<file path="src/rtl/audio_clk_gen.sv">
// Multi-channel clock/strobe generator. Each channel is an integer half-period divider or an NCO,
// with a shadow config that is applied only at the end of a full output period.
module audio_clk_gen #(
    parameter int unsigned NUM_CH      = 2,
    parameter int unsigned CH_W        = 1,
    parameter int unsigned CNT_W       = 16,
    parameter int unsigned ACC_W       = 24,
    parameter int unsigned DEFAULT_DIV = 1000
) (
    input  logic              clk_i,
    input  logic              rst_i,
    input  logic [NUM_CH-1:0] en_i,
    input  logic              cfg_valid_i,
    output logic              cfg_ready_o,
    input  logic [CH_W-1:0]   cfg_ch_i,
    input  logic              cfg_mode_i,
    input  logic [CNT_W-1:0]  cfg_div_i,
    input  logic [ACC_W-1:0]  cfg_inc_i,
    output logic [NUM_CH-1:0] clk_o,
    output logic [NUM_CH-1:0] stb_o
);

    typedef struct packed {
        logic             mode;
        logic [CNT_W-1:0] div;
        logic [ACC_W-1:0] inc;
    } cfg_t;

    cfg_t              act_q [NUM_CH];
    cfg_t              act_d [NUM_CH];
    cfg_t              sh_q  [NUM_CH];
    cfg_t              sh_d  [NUM_CH];
    logic [CNT_W-1:0]  cnt_q [NUM_CH];
    logic [CNT_W-1:0]  cnt_d [NUM_CH];
    logic [ACC_W-1:0]  acc_q [NUM_CH];
    logic [ACC_W-1:0]  acc_d [NUM_CH];
    logic [NUM_CH-1:0] pend_q, pend_d;
    logic [NUM_CH-1:0] clk_q, clk_d;
    logic [NUM_CH-1:0] stb_q, stb_d;
    logic [NUM_CH-1:0] held, apply;
    logic              cfg_acc;

    // Ready follows the addressed channel's pending flag; out-of-range channels always accept.
    always_comb begin
        cfg_ready_o = 1'b1;
        for (int unsigned c = 0; c < NUM_CH; c++) begin
            if (cfg_ch_i == CH_W'(c)) cfg_ready_o = ~pend_q[c];
        end
    end

    assign cfg_acc = cfg_valid_i & cfg_ready_o;

    always_comb begin
        for (int unsigned c = 0; c < NUM_CH; c++) begin
            act_d[c]  = act_q[c];
            sh_d[c]   = sh_q[c];
            pend_d[c] = pend_q[c];
            cnt_d[c]  = '0;
            acc_d[c]  = '0;
            clk_d[c]  = 1'b0;
            held[c]   = act_q[c].mode ? (act_q[c].inc == '0) : (act_q[c].div == '0);

            if (en_i[c]) begin
                if (act_q[c].mode) begin
                    acc_d[c] = acc_q[c] + act_q[c].inc;
                    clk_d[c] = acc_d[c][ACC_W-1];
                end else if (!held[c]) begin
                    if (cnt_q[c] == act_q[c].div - CNT_W'(1)) begin
                        clk_d[c] = ~clk_q[c];
                    end else begin
                        cnt_d[c] = cnt_q[c] + CNT_W'(1);
                        clk_d[c] = clk_q[c];
                    end
                end
            end

            // Swap in the shadow only on a falling output edge, when idle-low, or when disabled.
            apply[c] = pend_q[c] & (~en_i[c] | (clk_q[c] & ~clk_d[c]) | (held[c] & ~clk_q[c]));
            if (apply[c]) begin
                act_d[c]  = sh_q[c];
                pend_d[c] = 1'b0;
                cnt_d[c]  = '0;
                acc_d[c]  = '0;
                clk_d[c]  = 1'b0;
            end

            stb_d[c] = clk_d[c] & ~clk_q[c];

            if (cfg_acc && (cfg_ch_i == CH_W'(c))) begin
                sh_d[c]   = '{mode: cfg_mode_i, div: cfg_div_i, inc: cfg_inc_i};
                pend_d[c] = 1'b1;
            end
        end
    end

    always_ff @(posedge clk_i) begin
        if (rst_i) begin
            for (int unsigned c = 0; c < NUM_CH; c++) begin
                act_q[c] <= '{mode: 1'b0, div: CNT_W'(DEFAULT_DIV), inc: '0};
                sh_q[c]  <= '{mode: 1'b0, div: CNT_W'(DEFAULT_DIV), inc: '0};
                cnt_q[c] <= '0;
                acc_q[c] <= '0;
            end
            pend_q <= '0;
            clk_q  <= '0;
            stb_q  <= '0;
        end else begin
            for (int unsigned c = 0; c < NUM_CH; c++) begin
                act_q[c] <= act_d[c];
                sh_q[c]  <= sh_d[c];
                cnt_q[c] <= cnt_d[c];
                acc_q[c] <= acc_d[c];
            end
            pend_q <= pend_d;
            clk_q  <= clk_d;
            stb_q  <= stb_d;
        end
    end

    assign clk_o = clk_q;
    assign stb_o = stb_q;

endmodule

</file>
<file path="config.mk">
export PLATFORM = sky130hd
export DESIGN_NAME = audio_clk_gen
export DESIGN_NICKNAME = d
export VERILOG_FILES = /design/src/rtl/audio_clk_gen.sv
export SDC_FILE = /design/constraint.sdc
export NUM_CORES = 1
export LEC_CHECK = 0
export CAP_MARGIN = 20
export CORE_UTILIZATION = 43
export DETAILED_ROUTE_END_ITERATION = 10
export PLACE_DENSITY_LB_ADDON = 0.12
export SLEW_MARGIN = 20
export SYNTH_ARGS = -nofsm -noshare
export SYNTH_HDL_FRONTEND = slang
export SYNTH_SLANG_ARGS = --single-unit
</file>
<file path="constraint.sdc">
create_clock -name clk_i -period 3.5 [get_ports clk_i]
set_input_delay 0.7 -clock clk_i [delete_from_list [all_inputs] [get_ports clk_i]]
set_output_delay 0.7 -clock clk_i [all_outputs]
set_load 0.02 [all_outputs]
</file>
==> results by group, run 1 <==
Power and ir drop
  – Pleak: around 5.5 nW
  – VDD IR max: 0.397 mV
  – Power per Cell Area: between 400 and 500 nW/um^2

STA
  – Worst-Margin Slew: around 670 ps
  – Tmin final: between 3000 and 4000 ps
  – FMAX: 0.300 GHz
  – # setup viols final: 0
  – Tcrit/Tclk final: 0.954
  – Fin Setup TNS: 0 ps
  – Slew Limit Fails: 0
  – Slew margin rel.: 0.548
  – Clock Skew: approximately 7.7 ps
  – Final worst slack: about 160 ps
  – Final hold slack: 454 ps
  – Hold Vio Cnt, Final: 0

Logic synthesis
  – YS warnings: 0
  – Main synth FF type: dfxtp_1
  – Post-synthesis cell type count: 72
  – Synth Register Bits: 250
  – Synth Cell Area: ~12000 sq um
  – Xor/xnor share of the synthesized area: 0.0762
  – Ys async rst share: 0
  – Post-Synth Simple-Gate Area: 0.241
  – Main combinational cell family by area after synthesis: simple AND/OR/NAND/NOR gates
  – Sequential element share of the synthesized area: 0.403
  – Adder-Cell Fraction of Synth Area: 0.0536
  – Mux contribution to synthesized area: 0.0645
  – Synth Area per Inst: roughly 8.5 sq um
  – Syn nets: approximately 1600
  – Number of synthesized flops with an enable pin: 0
  – Cells after Synth: between 1000 and 1500
  – Synth Area in Compound Gates: 0.124

Critical path
  – Worst Setup EP: act_q[0][58]
  – Critical R2R Capture: act_q[0][58]
  – CP Data Required Time: between 3000 and 4000 ps
  – Origin of the worst setup path: act_q[0][68]
  – FF-to-FF setup slack: roughly 160 ps
  – Worst-path maximum fanout: 23
  – Worst Reg-to-Reg Cells: 11
  – Worst Setup Start Kind: flop
  – RR Startpoint: act_q[0][68]
  – Critical Path AT: approximately 3700 ps
  – Critical path class: reg -> reg
  – Crit. End Element: flop

Drt
  – Vias per cell: just over 5
  – Remaining antenna violation count: 0
  – Final WL: 27400 microns
  – Via count: between 9000 and 10000
  – First-pass DRT Iterations: 4
  – Avg WL per Cell: 14.4 microns
  – 1st-iter DRT viols: a little over 600
  – DRC violations left: 0

GRT
  – Initial antenna violation count: 2
  – Grt total ovfl: 0
  – GRT Total Usage: 0.187
  – First-pass GRT wire length: 45400 microns
  – Largest net degree at the start of global routing: between 150 and 200
  – Vias in the first global route: 9059

Clocking
  – CTS Sinks: 250
  – CTS tree: yes
  – Clock slew at reported path FFs: 60 ps
  – Worst skew pair latency: between 500 and 600 ps
  – Root buffer cell: clkbuf_16
  – Hold_buf cts: 0
  – Num CTS Buffers: 29
  – Max Root-Sink Buffers: 3
  – Max H-tree Level: 1

Layout
  – Final #Nets: 1599
  – Layout area overhead: 16.1%
  – Fillers: approximately 2800
  – Fraction of layout cells with a size suffix above 1: 0.0718
  – Cell area after layout: roughly 14000 sq um

Hold path
  – Hold Crit Class: reg -> reg
  – Min-delay src: sh_q[0][18]

Floorplan
  – Chip width: around 170 microns
  – Die Y: 172 microns
  – Core footprint: ~28000 sq um
  – Rows: between 60 and 70
  – Full die area: approximately 30000 sq um
  – Starting Density: 0.442
  – Top-Level Pins: 52

Placement
  – Dpl ws: 44.8 ps
  – Dpl hpwl: ~19000 microns
  – Gpl congestion: a little over 0.8
  – Port bufs: slightly above 50
  – Dpl cell area: roughly 13000 sq um

Run status
  – Status: complete, no violations

Run
  – Max Cap Viol: 0
-- layer usage --
metal,part of all wire,track usage,routed length [microns]
met1,0.51,0.272,14100
met4,0.021,0.0539,564
met5,0,0,0
met2,0.44,0.289,12000
met3,0.025,0.0238,685
-- worst min-delay path by stage --
stage	end	slack, ps	cells past startpoint
after floorplan	sh_q[0][41]	440	2
after global placement	sh_q[0][19]	440	2
after detailed placement	sh_q[0][2]	450	2
after CTS	sh_q[0][34]	460	2
after global routing	sh_q[0][8]	470	2
final	sh_q[0][18]	450	2
-- flip-flops by register name, summed over array words and instances (netlist names) --
signal  cells
clk_o       2
act_q      82
sh_q       82
pend_q      2
cnt_q      32
acc_q      48
stb_o       2
-- cell usage in the layout (no fill, tap or decap), types with 16 or more instances in the layout --
| cell | instances |
|---|---|
| o21ai_0 | 24 |
| inv_1 | 30 |
| a21o_1 | 24 |
| buf_4 | 28 |
| ha_1 | 50 |
| xnor2_1 | 60 |
| a21oi_1 | 115 |
| nor4_1 | 19 |
| clkdlybuf4s50_1 | 50 |
| dfxtp_1 | 250 |
| nor2_1 | 157 |
| and3_1 | 19 |
| mux2i_1 | 80 |
| nor3_1 | 36 |
| nand2b_1 | 78 |
| nand3b_1 | 16 |
| nand2_1 | 208 |
| nand3_1 | 24 |
| clkbuf_16 | 30 |
| xor2_1 | 48 |
-- cells in the mapped netlist, types with 3 or more instances --
master | number | share of area
a31oi_1 | 14 | 0.0071
a21oi_1 | 115 | 0.046
nor3_1 | 36 | 0.015
clkbuf_1 | 52 | 0.016
nand3_1 | 24 | 0.0097
or4_1 | 4 | 0.0024
dfxtp_1 | 250 | 0.40
buf_2 | 7 | 0.0028
nor2_1 | 157 | 0.047
nand2b_1 | 78 | 0.039
buf_1 | 4 | 0.0012
ha_1 | 50 | 0.050
or2_2 | 6 | 0.0030
a211oi_1 | 9 | 0.0054
o21ai_0 | 24 | 0.0097
o21a_1 | 7 | 0.0042
a211o_1 | 4 | 0.0028
xor2_1 | 48 | 0.034
nand2_1 | 208 | 0.063
xnor2_1 | 60 | 0.042
nor4b_1 | 3 | 0.0021
and3_1 | 19 | 0.0096
buf_4 | 3 | 0.0018
nand4_1 | 11 | 0.0055
a2111oi_0 | 6 | 0.0042
nand3b_1 | 16 | 0.0097
nor2b_1 | 11 | 0.0055
and2_1 | 5 | 0.0025
nor3b_1 | 5 | 0.0030
o31ai_1 | 4 | 0.0024
a21o_1 | 24 | 0.015
or3_1 | 5 | 0.0025
inv_1 | 30 | 0.0091
nor4_1 | 19 | 0.0096
o211ai_1 | 6 | 0.0036
buf_6 | 5 | 0.0045
o311ai_0 | 3 | 0.0021
mux2i_1 | 80 | 0.065
-- cell families after synthesis --
logic type	after synthesis
DFF	250
xor gates and xnor gates	108
and+or+nand+nor	621
muxes	80
buffers and inverters	103
AOI/OAI and AO/OA	241
adders and majority gates	52
-- worst max-delay path, cell delays in order, from the launching register on --
cell	delay, ps
dfxtp_1	380
or4_4	570
or3_1	400
a211oi_2	220
nand4b_1	180
a2111oi_4	370
nand3_1	160
a221oi_4	270
buf_4	200
buf_12	190
mux2i_1	190
nor2_1	50
-- timing repair --
item | in CTS | in global routing
buffers inserted | 0 | 4
resized for setup | 0 | 8
setup endpoints to repair | 0 | 77
-- report_power, final --
| group | internal, W | switching, W |
|---|---|---|
| logic | 0.000150 | 0.000178 |
| clock network | 0.00180 | 0.00118 |
| registers | 0.00290 | 0.0000401 |
| total | 0.00485 | 0.00139 |
-- per-stage QoR --
step,std cells,total power [W],util
final,1900,0.00625,0.513
after global routing,1899,0.00649,0.513
after CTS,1891,0.00632,0.509
after detailed placement,1841,0.00333,0.476
after global placement,1841,0.00333,0.476
after floorplan,1455,0.00321,-
-- cell type report --
cell class	instances	area (sq um)	area share
inverters	30	113	0.00781
flip-flops and latches	250	5000	0.347
diodes	3	7.51	0.000521
clock buffers	38	830	0.0576
multi-input cells	1102	6980	0.484
well taps	378	473	0.0328
repair buffers	87	882	0.0612
clock inverters	12	120	0.00834
Note: power is estimated with default switching activity, not from simulation.
==> run 2: changes to the inputs <==
- CORE_MARGIN: unset -> 2
- MAX_ROUTING_LAYER: unset -> met4
==> results by group, run 2 (synthesis results as in run 1) <==
Run status
  – Status: complete, no violations (unchanged)

Layout
  – Fraction of layout cells with a size suffix above 1: 0.0674 (was 0.0718)
  – Area taken by multi-input logic gates: 6960 sq um (was 6980 sq um)
  – Core Util, Final: 0.503 (was 0.513)
  – Fillers: 2790 (was 2753)
  – Top Registers: act_q x82, sh_q x82, acc_q x48 (unchanged)
  – Non-filler instance count after layout: 1901 (was 1900)
  – Final #Nets: 1596 (was 1599)
  – Most common cell after layout, fill and taps aside: dfxtp_1 (unchanged)
  – Cell area after layout: 14400 sq um (about the same)
  – Most frequent cells in the layout: 249 x dfxtp_1, 208 x nand2_1, 157 x nor2_1 (was 250 x dfxtp_1, 208 x nand2_1, 157 x nor2_1)
  – Layout area overhead: 15.8% (was 16.1%)
  – FF/Latch Area: 5010 sq um (was 5000 sq um)

Drt
  – Final WL: 27400 microns (about the same)
  – Remaining antenna violation count: 0 (unchanged)
  – Via count: 9613 (was 9652)
  – DRC violations left: 0 (unchanged)
  – First-pass DRT Iterations: 5 (was 4)
  – 1st-iter DRT viols: 579 (was 605)
  – Avg WL per Cell: 14.4 microns (about the same)
  – Vias per cell: 5.06 (was 5.08)

STA
  – Tcrit/Tclk final: 0.965 (was 0.954)
  – Slew margin rel.: 0.584 (was 0.548)
  – # setup viols final: 0 (unchanged)
  – Worst-Margin Slew: 624 ps (was 669 ps)
  – Clock Skew: 16.2 ps (was 7.69 ps)
  – Tmin final: 3380 ps (was 3340 ps)
  – Final hold slack: 455 ps (was 454 ps)
  – FMAX: 0.296 GHz (was 0.300 GHz)
  – Hold Vio Cnt, Final: 0 (unchanged)
  – Slew Limit Fails: 0 (unchanged)

Critical path
  – Worst Path Buf+Inv: 2 (unchanged)
  – Crit path max-delay family: simple AND/OR/NAND/NOR gates (unchanged)
  – Crit. End Element: flop (unchanged)
  – Max incr delay on CP: 540 ps (was 570 ps)
  – Cell breakdown of the critical path: or4_4 > or3_1 > a211oi_2 > nand4b_1 > a2111oi_2 > nand3_1 > a221oi_4 > buf_4 > buf_6 > mux2i_1 > nor2_1 (was or4_4 > or3_1 > a211oi_2 > nand4b_1 > a2111oi_4 > nand3_1 > a221oi_4 > buf_4 > buf_12 > mux2i_1 > nor2_1)
  – CP Data Required Time: 3890 ps (was 3900 ps)
  – Slowest CP cell: or4_4 (unchanged)
  – Critical Path AT: 3770 ps (was 3730 ps)
  – Worst Setup Start Kind: flop (unchanged)
  – Worst-path maximum fanout: 23 (unchanged)
  – Critical path class: reg -> reg (unchanged)

GRT
  – Grt total ovfl: 0 (unchanged)
  – Vias in the first global route: 9004 (was 9059)
  – Initial antenna violation count: 4 (was 2)
  – First-pass GRT wire length: 45300 microns (was 45400 microns)
  – GRT Total Usage: 0.182 (was 0.187)
  – Largest net degree at the start of global routing: 153 (unchanged)

Placement
  – Port bufs: 51 (unchanged)
  – Dpl hpwl: 18800 microns (was 19100 microns)
  – Dpl cell area: 13300 sq um (was 13400 sq um)
  – Post-placement cell count: 1846 (was 1841)
  – Gpl congestion: 0.834 (was 0.811)

Run
  – Max Cap Viol: 0 (unchanged)

Power and ir drop
  – Pleak: 5.44 nW (was 5.46 nW)
  – Power per Cell Area: 433 nW/um^2 (was 434 nW/um^2)
  – VDD IR max: 0.311 mV (was 0.397 mV)

Clocking
  – Root buffer cell: clkbuf_16 (unchanged)
  – Max H-tree Level: 1 (unchanged)
  – CTS tree: yes (unchanged)
  – Worst skew pair latency: 540 ps (about the same)
  – Clock slew at reported path FFs: 60 ps (about the same)
  – Max Root-Sink Buffers: 3 (unchanged)
  – CTS Sinks: 250 (unchanged)
  – Num CTS Buffers: 28 (was 29)

Floorplan
  – Full die area: 30200 sq um (was 29500 sq um)
  – Starting Density: 0.435 (was 0.442)
  – Rows: 62 (was 61)
  – Chip width: 174 microns (was 172 microns)
  – Die Y: 174 microns (was 172 microns)
  – Core footprint: 28500 sq um (was 28100 sq um)
  – Top-Level Pins: 52 (unchanged)

Hold path
  – Hold Crit Class: reg -> reg (unchanged)
run 2: worst register-to-register path, cell delays in order, from the launching register on:
cell and delay [ps]:
dfxtp_1 360, or4_4 540, or3_1 410, a211oi_2 240, nand4b_1 160, a2111oi_2 410, nand3_1 180, a221oi_4 240
buf_4 190, buf_6 250, mux2i_1 210, nor2_1 50
run 2: path summary, 6_finish.rpt:
check               startpoint      endpoint  slack (ps)  cells after the start
hold reg to reg     sh_q[0][1]    sh_q[0][1]         460                      2
setup / recovery  act_q[0][69]  act_q[0][62]         120                     11
setup reg to reg  act_q[0][69]  act_q[0][62]         120                     11
hold / removal      sh_q[0][1]    sh_q[0][1]         460                      2
run 2: report_power, final:
part | switching (W) | internal (W) | total (W)
clock | 0.00113 | 0.00182 | 0.00295
combinational | 0.000178 | 0.000148 | 0.000326
sequential | 0.0000395 | 0.00291 | 0.00294
run 2: stage by stage:
step,setup TNS [ps],setup WS (ps),total power (W)
after global routing,-30.6,-13.4,0.00646
after CTS,0,18.0,0.00630
after global placement,0,104,0.00332
final,0,121,0.00622
after floorplan,0,336,0.00321
after detailed placement,0,34.3,0.00333
run 2: layout make-up:
cell class | instances | share of cell area
timing repair buffer | 85 | 0.0601
antenna | 4 | 0.000696
clock buffer | 41 | 0.0599
tap | 384 | 0.0334
clock inverter | 5 | 0.00522
sequential | 250 | 0.348
inverter | 30 | 0.00783
multi-input combinational | 1102 | 0.485
run 2: layer usage:
layer,GRT usage,part of all wire
met3,0.0230,0.024
met5,-,0
met1,0.261,0.52
met4,0.0501,0.023
met2,0.268,0.43
run 2: what timing repair did:
action,in CTS,in global routing
gates resized for setup,0,7
hold buffers,0,0
endpoints found under the setup margin,0,78
setup buffers,0,1
